===== config.mk =====
export PLATFORM = sky130hd
export DESIGN_NAME = ixc_nba_en_tracker
export DESIGN_NICKNAME = d
export VERILOG_FILES = /design/src/rtl/ixc_nba_en_tracker.sv
export SDC_FILE = /design/constraint.sdc
export NUM_CORES = 1
export LEC_CHECK = 0
export BUFFER_PORTS_ARGS = -buffer_cell sky130_fd_sc_hd__buf_4
export CORE_AREA = 2 2 128 130
export DETAILED_ROUTE_END_ITERATION = 10
export DIE_AREA = 0 0 130 132
export PLACE_DENSITY_LB_ADDON = 0.05
export SLEW_MARGIN = 20
export SYNTH_ARGS = -nofsm -noshare
export SYNTH_HDL_FRONTEND = slang
export SYNTH_SLANG_ARGS = --single-unit
export TNS_END_PERCENT = 100

===== constraint.sdc =====
create_clock -name fclk -period 3.19 [get_ports fclk]
set_input_delay 0.1595 -clock fclk [delete_from_list [all_inputs] [get_ports fclk]]
set_output_delay 0.1595 -clock fclk [all_outputs]
set_load 0.05 [all_outputs]

===== src/rtl/ixc_nba_en_tracker.sv =====
// Multi-channel NBA enable hold/delay tracker with drive-on strobes and a timestamped event FIFO.
// Strobe is 1 cycle after capture; FIFO is fall-through, full pushes are dropped and flag ovf.
module ixc_nba_en_tracker #(
  parameter int N_CH       = 8,
  parameter int FIFO_DEPTH = 4,
  parameter int TS_W       = 16,
  parameter int EDGE_MODE  = 0
) (
  input  logic                          fclk,
  input  logic                          rst,
  input  logic                          bp_wait,
  input  logic [N_CH-1:0]               en,
  output logic [N_CH-1:0]               dr_on,
  output logic [N_CH-1:0]               en_nxt,
  output logic                          ev_valid,
  input  logic                          ev_ready,
  output logic [N_CH-1:0]               ev_mask,
  output logic [TS_W-1:0]               ev_ts,
  output logic [$clog2(FIFO_DEPTH):0]   ev_count,
  output logic                          ovf,
  input  logic                          ovf_clr
);

  localparam int AW = $clog2(FIFO_DEPTH);

  typedef struct packed {
    logic [N_CH-1:0] mask;
    logic [TS_W-1:0] ts;
  } ev_t;

  logic [N_CH-1:0] en_l_q, en_l_d;
  logic [N_CH-1:0] en_d_q, en_d_d;
  logic [TS_W-1:0] ts_q, ts_d;
  logic [AW:0]     wr_ptr_q, wr_ptr_d;
  logic [AW:0]     rd_ptr_q, rd_ptr_d;
  logic            ovf_q, ovf_d;
  ev_t             mem_q [FIFO_DEPTH];
  ev_t             mem_d [FIFO_DEPTH];

  logic [AW:0]     cnt;
  logic            full, empty, push_req, push, pop, drop;

  always_comb begin
    en_l_d = bp_wait ? en_l_q : en;
    en_d_d = en_l_q;
    ts_d   = bp_wait ? ts_q : ts_q + TS_W'(1);
    en_nxt = ~en_l_q;
    case (EDGE_MODE)
      1:       dr_on = en_l_q & ~en_d_q;
      2:       dr_on = ~en_l_q & en_d_q;
      default: dr_on = en_l_q ^ en_d_q;
    endcase
  end

  // Pointers carry one extra bit so full and empty differ at equal indices.
  always_comb begin
    cnt      = wr_ptr_q - rd_ptr_q;
    full     = (cnt == (AW+1)'(FIFO_DEPTH));
    empty    = (cnt == '0);
    push_req = |dr_on;
    pop      = ~empty & ev_ready;
    push     = push_req & (~full | pop);
    drop     = push_req & full & ~pop;
    wr_ptr_d = push ? wr_ptr_q + (AW+1)'(1) : wr_ptr_q;
    rd_ptr_d = pop  ? rd_ptr_q + (AW+1)'(1) : rd_ptr_q;
    ovf_d    = drop | (ovf_q & ~ovf_clr);
    mem_d    = mem_q;
    if (push) begin
      mem_d[wr_ptr_q[AW-1:0]] = '{mask: dr_on, ts: ts_q};
    end
  end

  always_comb begin
    ev_valid = ~empty;
    ev_count = cnt;
    ovf      = ovf_q;
    ev_mask  = '0;
    ev_ts    = '0;
    if (!empty) begin
      ev_mask = mem_q[rd_ptr_q[AW-1:0]].mask;
      ev_ts   = mem_q[rd_ptr_q[AW-1:0]].ts;
    end
  end

  always_ff @(posedge fclk) begin
    if (rst) begin
      en_l_q   <= '0;
      en_d_q   <= '0;
      ts_q     <= '0;
      wr_ptr_q <= '0;
      rd_ptr_q <= '0;
      ovf_q    <= 1'b0;
    end else begin
      en_l_q   <= en_l_d;
      en_d_q   <= en_d_d;
      ts_q     <= ts_d;
      wr_ptr_q <= wr_ptr_d;
      rd_ptr_q <= rd_ptr_d;
      ovf_q    <= ovf_d;
    end
  end

  // Storage needs no reset: the head is masked to zero whenever the FIFO is empty.
  always_ff @(posedge fclk) begin
    mem_q <= mem_d;
  end

endmodule


# Word level (Yosys, flattened, before mapping)
# Index checks and enable logic that the tools add are counted.
classes:
  n_lt_le_gt_ge: 3
  muxes: 8
  eq_ne: 1
  reduce_logical: 3
  addsub: 4
  bitwise: 15
op_table:
  columns: ["cell", "n"]
  rows:
  - ["96-bit bitwise mux", 1]
  - ["24-bit two-way mux", 3]
  - ["24-bit binary-select mux with 2-bit select", 1]
  - ["24-bit demux with 2-bit select", 1]
  - ["16-bit by 1-bit adder with 16-bit output (second input constant)", 1]
  - ["16-bit two-way mux", 1]
  - ["8-bit two-way mux", 1]
  - ["8-bit inverter", 1]
  - ["8-bit OR reduction", 1]
  - ["8-bit XOR", 1]
  - ["3-bit by 1-bit adder with 3-bit output (second input constant)", 2]
  - ["3-bit greater-or-equal comparator (second input constant)", 2]
  - ["2-bit inverter with 3-bit output", 2]
  - ["1-bit AND", 5]
  - ["1-bit inverter", 4]
  - ["3-bit == test (second input constant)", 1]
  - ["3-bit logical NOT", 1]
  - ["3-bit by 1-bit less-than comparator with 1-bit output (second input constant)", 1]
  - ["3-bit subtractor", 1]
  - ["1-bit bitwise OR", 2]
  - ["1-bit logical AND", 1]
word_totals:
  output_inout_bits: 45
  wordCells: 48
  ff_bits: 135
  in_bits: 13

# Logic depth before layout (Yosys ltp)
# Gate-level depths: netlist (run 1).
depth:
  word_depth: 7
  mapped_depth: 7
  mapped_depth_nobuf: 7

# Worst setup path before layout (run 1)
# OpenSTA, ideal clock, no wires.
synth_path:
  path_kind: "reg2reg"
  startpoint: "reg wr_ptr_q[0]"
  endpoint: "reg wr_ptr_q[2]"
  synth_period_minus_slack_ps: 2888
  arrival_ps: 2767
  setup_ps: 121
  stages_incl_launch_ff: 8
  t_required_ps: 3069
  n_path_buf: 0
  path_slack_ps: 302
  path_cell_list: "dfxtp_1 -> inv_1 -> ha_1 -> fa_1 -> xor3_2 -> nor3b_4 -> a211oi_4 -> mux2_4"
synth_via:
  elab_chain_len: 6
  elab_cells_between_ends: 9
  cone_classes: "add/sub (2); eq/ne (1); bitwise (5); reduce/logical (1)"
synth_rtl:
  columns: ["item", "line_no", "text"]
  rows:
  - ["from (decl)", "34", "logic [AW:0] wr_ptr_q, wr_ptr_d;"]
  - ["from (signal assigned)", "97", "wr_ptr_q <= wr_ptr_d;"]
  - ["3-bit subtractor *", "57", "cnt = wr_ptr_q - rd_ptr_q;"]
  - ["via ev_count[2]", "19", "output logic [$clog2(FIFO_DEPTH):0] ev_count,"]
  - ["3-bit logical NOT", "59", "empty = (cnt == '0);"]
  - ["1-bit inverter", "61", "pop = ~empty & ev_ready;"]
  - ["1-bit AND", "61", null]
  - ["1-bit bitwise OR *", "62", "push = push_req & (~full | pop);"]
  - ["1-bit AND *", "62", null]
# Mark *: on every way through the listed nets, which the timed path passes. The rest lies on a longest branch.
# A chain may end at the register's enable or synchronous reset.

# Worst setup path after layout (run 1)
layout_path:
  startpoint: "reg wr_ptr_q[0]"
  endpoint: "reg mem_q[17] (netlist bit) (enable)"
layout_via:
  elab_chain_len: 6
  elab_cells_between_ends: 8
  cone_classes: "add/sub (1); eq/ne (1); bitwise (5); reduce/logical (1)"
layout_rtl:
  columns: ["item", "line_no", "text"]
  rows:
  - ["3-bit subtractor *", "57", null]
  - ["3-bit logical NOT", "59", null]
  - ["1-bit inverter", "61", null]
  - ["1-bit AND", "61", null]
  - ["1-bit bitwise OR *", "62", null]
  - ["1-bit AND *", "62", null]
  - ["to (signal assigned)", "105", "mem_q <= mem_d;"]
  - ["to (decl)", "37", "ev_t mem_q [FIFO_DEPTH];"]
# Every way passes the cells marked *; elsewhere a longest branch is shown, timed or not.

==> results.sh, run 1 <==
export IMPL_outcome="finished clean"
export IMPL_ir_drop_mv=0.697
export IMPL_yosysTopAreaCell="edfxtp_1"
export IMPL_syn_inst=339
export IMPL_fmaxAchievable_mhz=376
export IMPL_vias=2957
export IMPL_r2r_cells=7
export IMPL_final_hold_viol_count=0
export IMPL_gp_congestion=0.705
export IMPL_r2r_end="mem_q[17]$_DFFE_PP_"
export IMPL_synth_area_leaders="edfxtp_1 53%, dfxtp_1 14%, mux4_2 10%"
export IMPL_setup_tns_ns=0
export IMPL_holdPathEnd="ovf$_SDFF_PP0_"
export IMPL_clock_path_buffers=2
export IMPL_rows=46
export IMPL_grt_pass1_wl_mm=17.5
export IMPL_ant_nets=0
export IMPL_rsz0062_at_grt="no"
export IMPL_critPathSlowestCell="a211oi_4"
export IMPL_gr_usage_all_layers=0.139
export IMPL_die_area_um2=17200
export IMPL_synth_cell_area_um2=5410
export IMPL_synthesis_nets=360
export IMPL_skew_ns=0.00810
export IMPL_final_util=0.442
export IMPL_critPathKind="flip-flop to flip-flop"
export IMPL_post_dp_cell_area_um2=6180
export IMPL_worst_pin_slew_ns=0.708
export IMPL_ctsHoldBuffers=8
export IMPL_finalCriticalPeriod_ns=2.66
export IMPL_cts_tree="yes"
export IMPL_crit_required_ns=3.30
export IMPL_mostFrequentLayoutCells="96 x edfxtp_1, 72 x buf_4, 38 x dfxtp_1"
export IMPL_syn2layout_area_growth_pct=28.5
export IMPL_finalCritPeriodShare=0.833
export IMPL_first_iter_violations=183
export IMPL_layout_commonest_cell="edfxtp_1"
export IMPL_drcViolationCount=0
export IMPL_avgRoutedWirePerCell_um=16.7
export IMPL_cellLeakagePower_nw=2.61
export IMPL_cts_root_buffer="clkbuf_16"
export IMPL_critical_path_max_stage_delay_ns=0.50
export IMPL_layout_nets=446
export IMPL_initial_utilization=0.344
export IMPL_vias_per_cell=4.52
export IMPL_avgSynthCellArea_um2=15.9
export IMPL_drive_above_1_share=0.320
export IMPL_finalPower_mw=8.15
export IMPL_timing_rr_start="wr_ptr_q[0]$_SDFFE_PP0P_"
export IMPL_cts_resized=0
export IMPL_die_w_um=130
export IMPL_fillers=1412
export IMPL_setup_viol=0
export IMPL_path_clk_slew_ns=0.05
export IMPL_antenna_found_initial=0
export IMPL_powerDensity_nw_per_um2=1170
export IMPL_synth_seq_area_share=0.678
export IMPL_pin_count=58
export IMPL_start_kind="flip-flop"
export IMPL_cts_buffers=17
export IMPL_cts_setup_buffers=0
export IMPL_r2r_setup_slack_ns=0.53
export IMPL_final_area_um2=6950
export IMPL_cts_sinks=135
export IMPL_ys_types=39
export IMPL_slew_violations=0
export IMPL_postRouteWirelength_mm=10.9
export IMPL_cts_max_level=4
export IMPL_synth_yosys_warnings=0
export IMPL_grt_pass1_vias=2984
export IMPL_hold_path_depth=3
export IMPL_io_buffers=57
export IMPL_drt_pre_antenna_iters=6
export IMPL_min_from="ovf_clr"
export IMPL_synth_top_area_frac=0.533
export IMPL_critPathArrivalTime_ns=2.77
export IMPL_crit_chain="inv_1 > ha_1 > fa_1 > xor3_2 > nor3b_4 > a211oi_4 > buf_12"
export IMPL_antenna_cells=0
export IMPL_synth_seq_cells=135
export IMPL_grt_overflow_total=0
export IMPL_clk_latency_ns=0.41
export IMPL_dieHeight_um=132
export IMPL_maxCapViolations=0
export IMPL_relSlewSlack=0.524
export IMPL_grt_max_degree=45
export IMPL_hp_class="input pin to flip-flop"
export IMPL_fin_hold_ws_ns=0.0787
export IMPL_dp_hpwl_mm=7.19
export IMPL_core_area_um2=15700
export IMPL_end_kind="flip-flop"
export IMPL_critical_path_max_fanout=19
==> routing by layer <==
layer,wire [µm],global-route usage,vias up
li1,-,-,1412
met1,5090,0.188,1471
met2,5270,0.211,59
met3,369,0.0373,15
met4,174,0.0609,0
met5,0,0,-
==> Yosys cell counts <==
cell type	instances
a211oi_4	1
a21boi_0	1
a21oi_1	2
a21oi_2	1
and2_1	3
and3_1	3
and4_1	1
and4b_1	1
buf_1	4
buf_2	4
clkbuf_1	6
dfxtp_1	39
edfxtp_1	96
fa_1	1
ha_1	7
inv_1	14
mux2_2	2
mux2_4	2
mux2i_1	11
mux4_2	24
nand2_1	3
nand2b_1	2
nand3_1	5
nand3b_1	1
nand4_1	4
nor2_1	37
nor2_2	1
nor2b_1	29
nor3_1	1
nor3b_1	1
nor3b_4	1
nor4_2	2
o211ai_1	1
o21ai_0	3
o21ba_2	1
or3_1	2
xnor2_1	5
xor2_1	16
xor3_2	1
==> where the power goes <==
| group | total (mW) | switching (mW) | internal [mW] |
|---|---|---|---|
| registers | 2.50 | 0.112 | 2.39 |
| clock network | 2.21 | 0.678 | 1.54 |
| logic | 3.44 | 2.29 | 1.15 |
| total | 8.15 | 3.08 | 5.07 |
==> state kept, by name, summed over array words and instances, names as in the netlist <==
register,count
en_d_d,8
mem_q,96
rd_ptr_q,3
ts_q,16
en_d_q,8
ovf,1
wr_ptr_q,3
==> through the flow <==
step / std cells / setup slack (ns)
4_1_cts: 654 / 0.470
5_1_grt: 654 / 0.375
3_5_place_dp: 614 / 0.514
2_1_floorplan: 339 / 0.302
6_report: 654 / 0.534
3_3_place_gp: 614 / 0.571
==> logic make-up (layout without fill, tap and decap cells) <==
| kind of cell | Yosys count | count (layout) | share of synthesized area |
|---|---|---|---|
| compound gates | 10 | 10 | 0.0146 |
| xor+xnor | 22 | 22 | 0.0387 |
| fa+ha+maj | 8 | 8 | 0.0199 |
| buf+inv | 28 | 127 | 0.0204 |
| flops | 135 | 135 | 0.678 |
| mux | 39 | 39 | 0.130 |
| simple gates | 97 | 97 | 0.0986 |
==> worst max-delay path, delay by kind of cell, from the launching register on <==
family | cells | cell delay [ns]
xor gates and xnor gates | 1 | 0.28
adders and majority gates | 2 | 0.60
buffers and inverters | 2 | 0.37
AOI/OAI and AO/OA | 1 | 0.50
and+or+nand+nor | 1 | 0.19
DFF | 1 | 0.39
==> area by class of cell <==
type                            count  area, µm²  area share
Sequential cell                   135       3660       0.527
Multi-Input combinational cell    176       1630       0.235
Timing Repair Buffer               81        641      0.0922
Clock buffer                       26        529      0.0762
Tap cell                          216        270      0.0389
Clock inverter                      6        159      0.0229
Inverter                           14       52.6     0.00756
==> worst max-delay path by stage <==
stage	startpoint	to	depth (start not counted)	slack (ns)
2_1_floorplan	wr_ptr_q[0]$_SDFFE_PP0P_	wr_ptr_q[2]$_SDFFE_PP0P_	7	0.30
3_3_place_gp	wr_ptr_q[0]$_SDFFE_PP0P_	mem_q[14]$_DFFE_PP_	7	0.57
3_5_place_dp	wr_ptr_q[0]$_SDFFE_PP0P_	mem_q[19]$_DFFE_PP_	7	0.51
4_1_cts	wr_ptr_q[0]$_SDFFE_PP0P_	ev_mask[5]	8	0.47
5_1_grt	wr_ptr_q[0]$_SDFFE_PP0P_	ev_mask[5]	8	0.37
6_report	wr_ptr_q[0]$_SDFFE_PP0P_	mem_q[17]$_DFFE_PP_	7	0.53
(Power assumes the default switching activity.)
==> run 2, diff against run 1 <==
- clock period: 3.19 -> 2.5 ns (I/O delays scaled with it)
==> run 2 against run 1 <==
  * First-iteration DRC count decreased by 4.4%
  * Clock skew increased by 0.0016 ns
  * Critical path type is now flip-flop to output pin
  * Wire length increased by 2.4%
  * Largest power group unchanged
  * Final cell count increased by 1.5%
  * Highest routed layer unchanged
==> results.sh, run 2 (same netlist as run 1, synthesis figures left out) <==
export IMPL_outcome="finished clean"
export IMPL_regMostFlops="mem_q"
export IMPL_clock_path_buffers=2
export IMPL_finalCritPeriodShare=0.962
export IMPL_slew_violations=0
export IMPL_setup_tns_ns=0
export IMPL_relSlewSlack=0.621
export IMPL_largestRegisters="mem_q x96, ts_q x16"
export IMPL_drt_pre_antenna_iters=4
export IMPL_skew_ns=0.00971
export IMPL_start_kind="flip-flop"
export IMPL_largest_reg_flops=96
export IMPL_cts_buffers=17
export IMPL_cellLeakagePower_nw=2.67
export IMPL_finalPower_mw=10.8
export IMPL_antenna_found_initial=0
export IMPL_critPathArrivalTime_ns=2.28
export IMPL_vias=2967
export IMPL_vias_per_cell=4.47
export IMPL_die_w_um=130
export IMPL_avgRoutedWirePerCell_um=16.8
export IMPL_final_hold_viol_count=0
export IMPL_grt_pass1_vias=3179
export IMPL_setup_viol=0
export IMPL_dp_hpwl_mm=6.88
export IMPL_timing_rr_start="wr_ptr_q[0]$_SDFFE_PP0P_"
export IMPL_drive_above_1_share=0.373
export IMPL_ir_drop_mv=1.27
export IMPL_antenna_cells=0
export IMPL_rows=46
export IMPL_hp_class="input pin to flip-flop"
export IMPL_core_area_um2=15700
export IMPL_io_buffers=57
export IMPL_grt_max_degree=45
export IMPL_maxCapViolations=0
export IMPL_grt_overflow_total=0
export IMPL_critical_path_max_fanout=8
export IMPL_cts_sinks=135
export IMPL_fmaxAchievable_mhz=416
export IMPL_critPathKind="flip-flop to output pin"
export IMPL_mostFrequentLayoutCells="96 x edfxtp_1, 56 x buf_4, 37 x nor2_1, 37 x dfxtp_1, 27 x nor2b_1"
export IMPL_layout_commonest_cell="edfxtp_1"
export IMPL_startpoint="wr_ptr_q[0]$_SDFFE_PP0P_"
export IMPL_cts_max_level=4
export IMPL_cts_root_buffer="clkbuf_16"
export IMPL_gp_congestion=0.696
export IMPL_gr_usage_all_layers=0.142
export IMPL_grt_pass1_wl_mm=17.8
export IMPL_pin_count=58
export IMPL_path_clk_slew_ns=0.06
export IMPL_crit_end="ev_ts[12]"
export IMPL_r2r_setup_slack_ns=0.10
export IMPL_r2r_end="mem_q[33]$_DFFE_PP_"
export IMPL_drcViolationCount=0
export IMPL_r2r_cells=8
export IMPL_post_dp_cell_area_um2=6300
export IMPL_clk_latency_ns=0.42
export IMPL_finalCriticalPeriod_ns=2.41
export IMPL_powerDensity_nw_per_um2=1510
export IMPL_dieHeight_um=132
export IMPL_ant_nets=0
export IMPL_syn2layout_area_growth_pct=32.2
export IMPL_initial_utilization=0.344
export IMPL_rsz0062_at_grt="yes"
export IMPL_end_kind="output pin"
export IMPL_worst_pin_slew_ns=0.568
export IMPL_layout_nets=456
export IMPL_die_area_um2=17200
export IMPL_postRouteWirelength_mm=11.2
export IMPL_cts_tree="yes"
export IMPL_first_iter_violations=175
export IMPL_crit_required_ns=2.38
export IMPL_final_area_um2=7150
==> run 2: cell count changes in the layout (fill, tap and decap cells not counted), sizes merged <==
cell | before | now
clkbuf | 26 | 21
bufinv | 5 | 4
clkinv | 1 | 7
buf | 73 | 83
==> run 2: power breakdown <==
group / internal, mW / leakage (nW) / switching [mW]
clock network: 1.71 / 0.308 / 0.876
logic: 1.93 / 1.14 / 3.12
registers: 3.05 / 1.22 / 0.141
total: 6.68 / 2.67 / 4.13
==> run 2: layer usage <==
metal | wire [µm] | GRT usage
met5 | 0 | 0
met4 | 199 | 0.0573
met3 | 359 | 0.0381
met2 | 5120 | 0.211
met1 | 5500 | 0.198
==> run 2: final cells by class <==
class                      instances  area (µm²)
multi-input combinational        176        1730
clock inverter                    11         154
tap                              216         270
clock buffer                      21         460
sequential                       135        3670
fill                            1440        8570
inverter                          14        52.6
timing repair buffer              91         817
==> run 2: stage by stage <==
stage | hold WS (ns) | setup WS, ns | instances | util
final | 0.0416 | 0.0946 | 664 | 0.455
after detailed placement | 0.366 | 0.0396 | 619 | 0.401
after global placement | 0.357 | 0.0520 | 619 | 0.401
after global routing | 0.0460 | -0.0205 | 664 | 0.455
after CTS | 0.0258 | -0.0177 | 666 | 0.458
after floorplan | 0.269 | -0.199 | 339 | -
==> run 2: how the worst min path moves through the flow <==
stage,startpoint,endpoint,slack (ns),depth (start not counted)
2_1_floorplan,en[0],en_d_d[0]$_SDFFE_PP0N_,0.27,2
4_1_cts,ovf_clr,ovf$_SDFF_PP0_,0.03,3
5_1_grt,ovf_clr,ovf$_SDFF_PP0_,0.05,3
3_3_place_gp,en[4],en_d_d[4]$_SDFFE_PP0N_,0.36,3
6_report,ovf_clr,ovf$_SDFF_PP0_,0.04,3
3_5_place_dp,en[5],en_d_d[5]$_SDFFE_PP0N_,0.37,3
==> run 2: critical path: stages, from the launching register on <==
cell	delay (ns)
dfxtp_2	0.33
inv_2	0.05
ha_4	0.15
fa_2	0.35
xor3_2	0.26
buf_6	0.14
nor2_4	0.18
buf_6	0.18
nor2b_1	0.07
buf_6	0.15
==> run 2: what timing repair did <==
action / 4_1_cts / 5_1_grt
endpoints found under the setup margin: 25 / 92
hold endpoints to repair: 8 / 0
pin swaps: 3 / 0
setup buffers: 6 / 1
cloned: 2 / 0
resized for setup: 36 / 4
hold buffers: 8 / 0
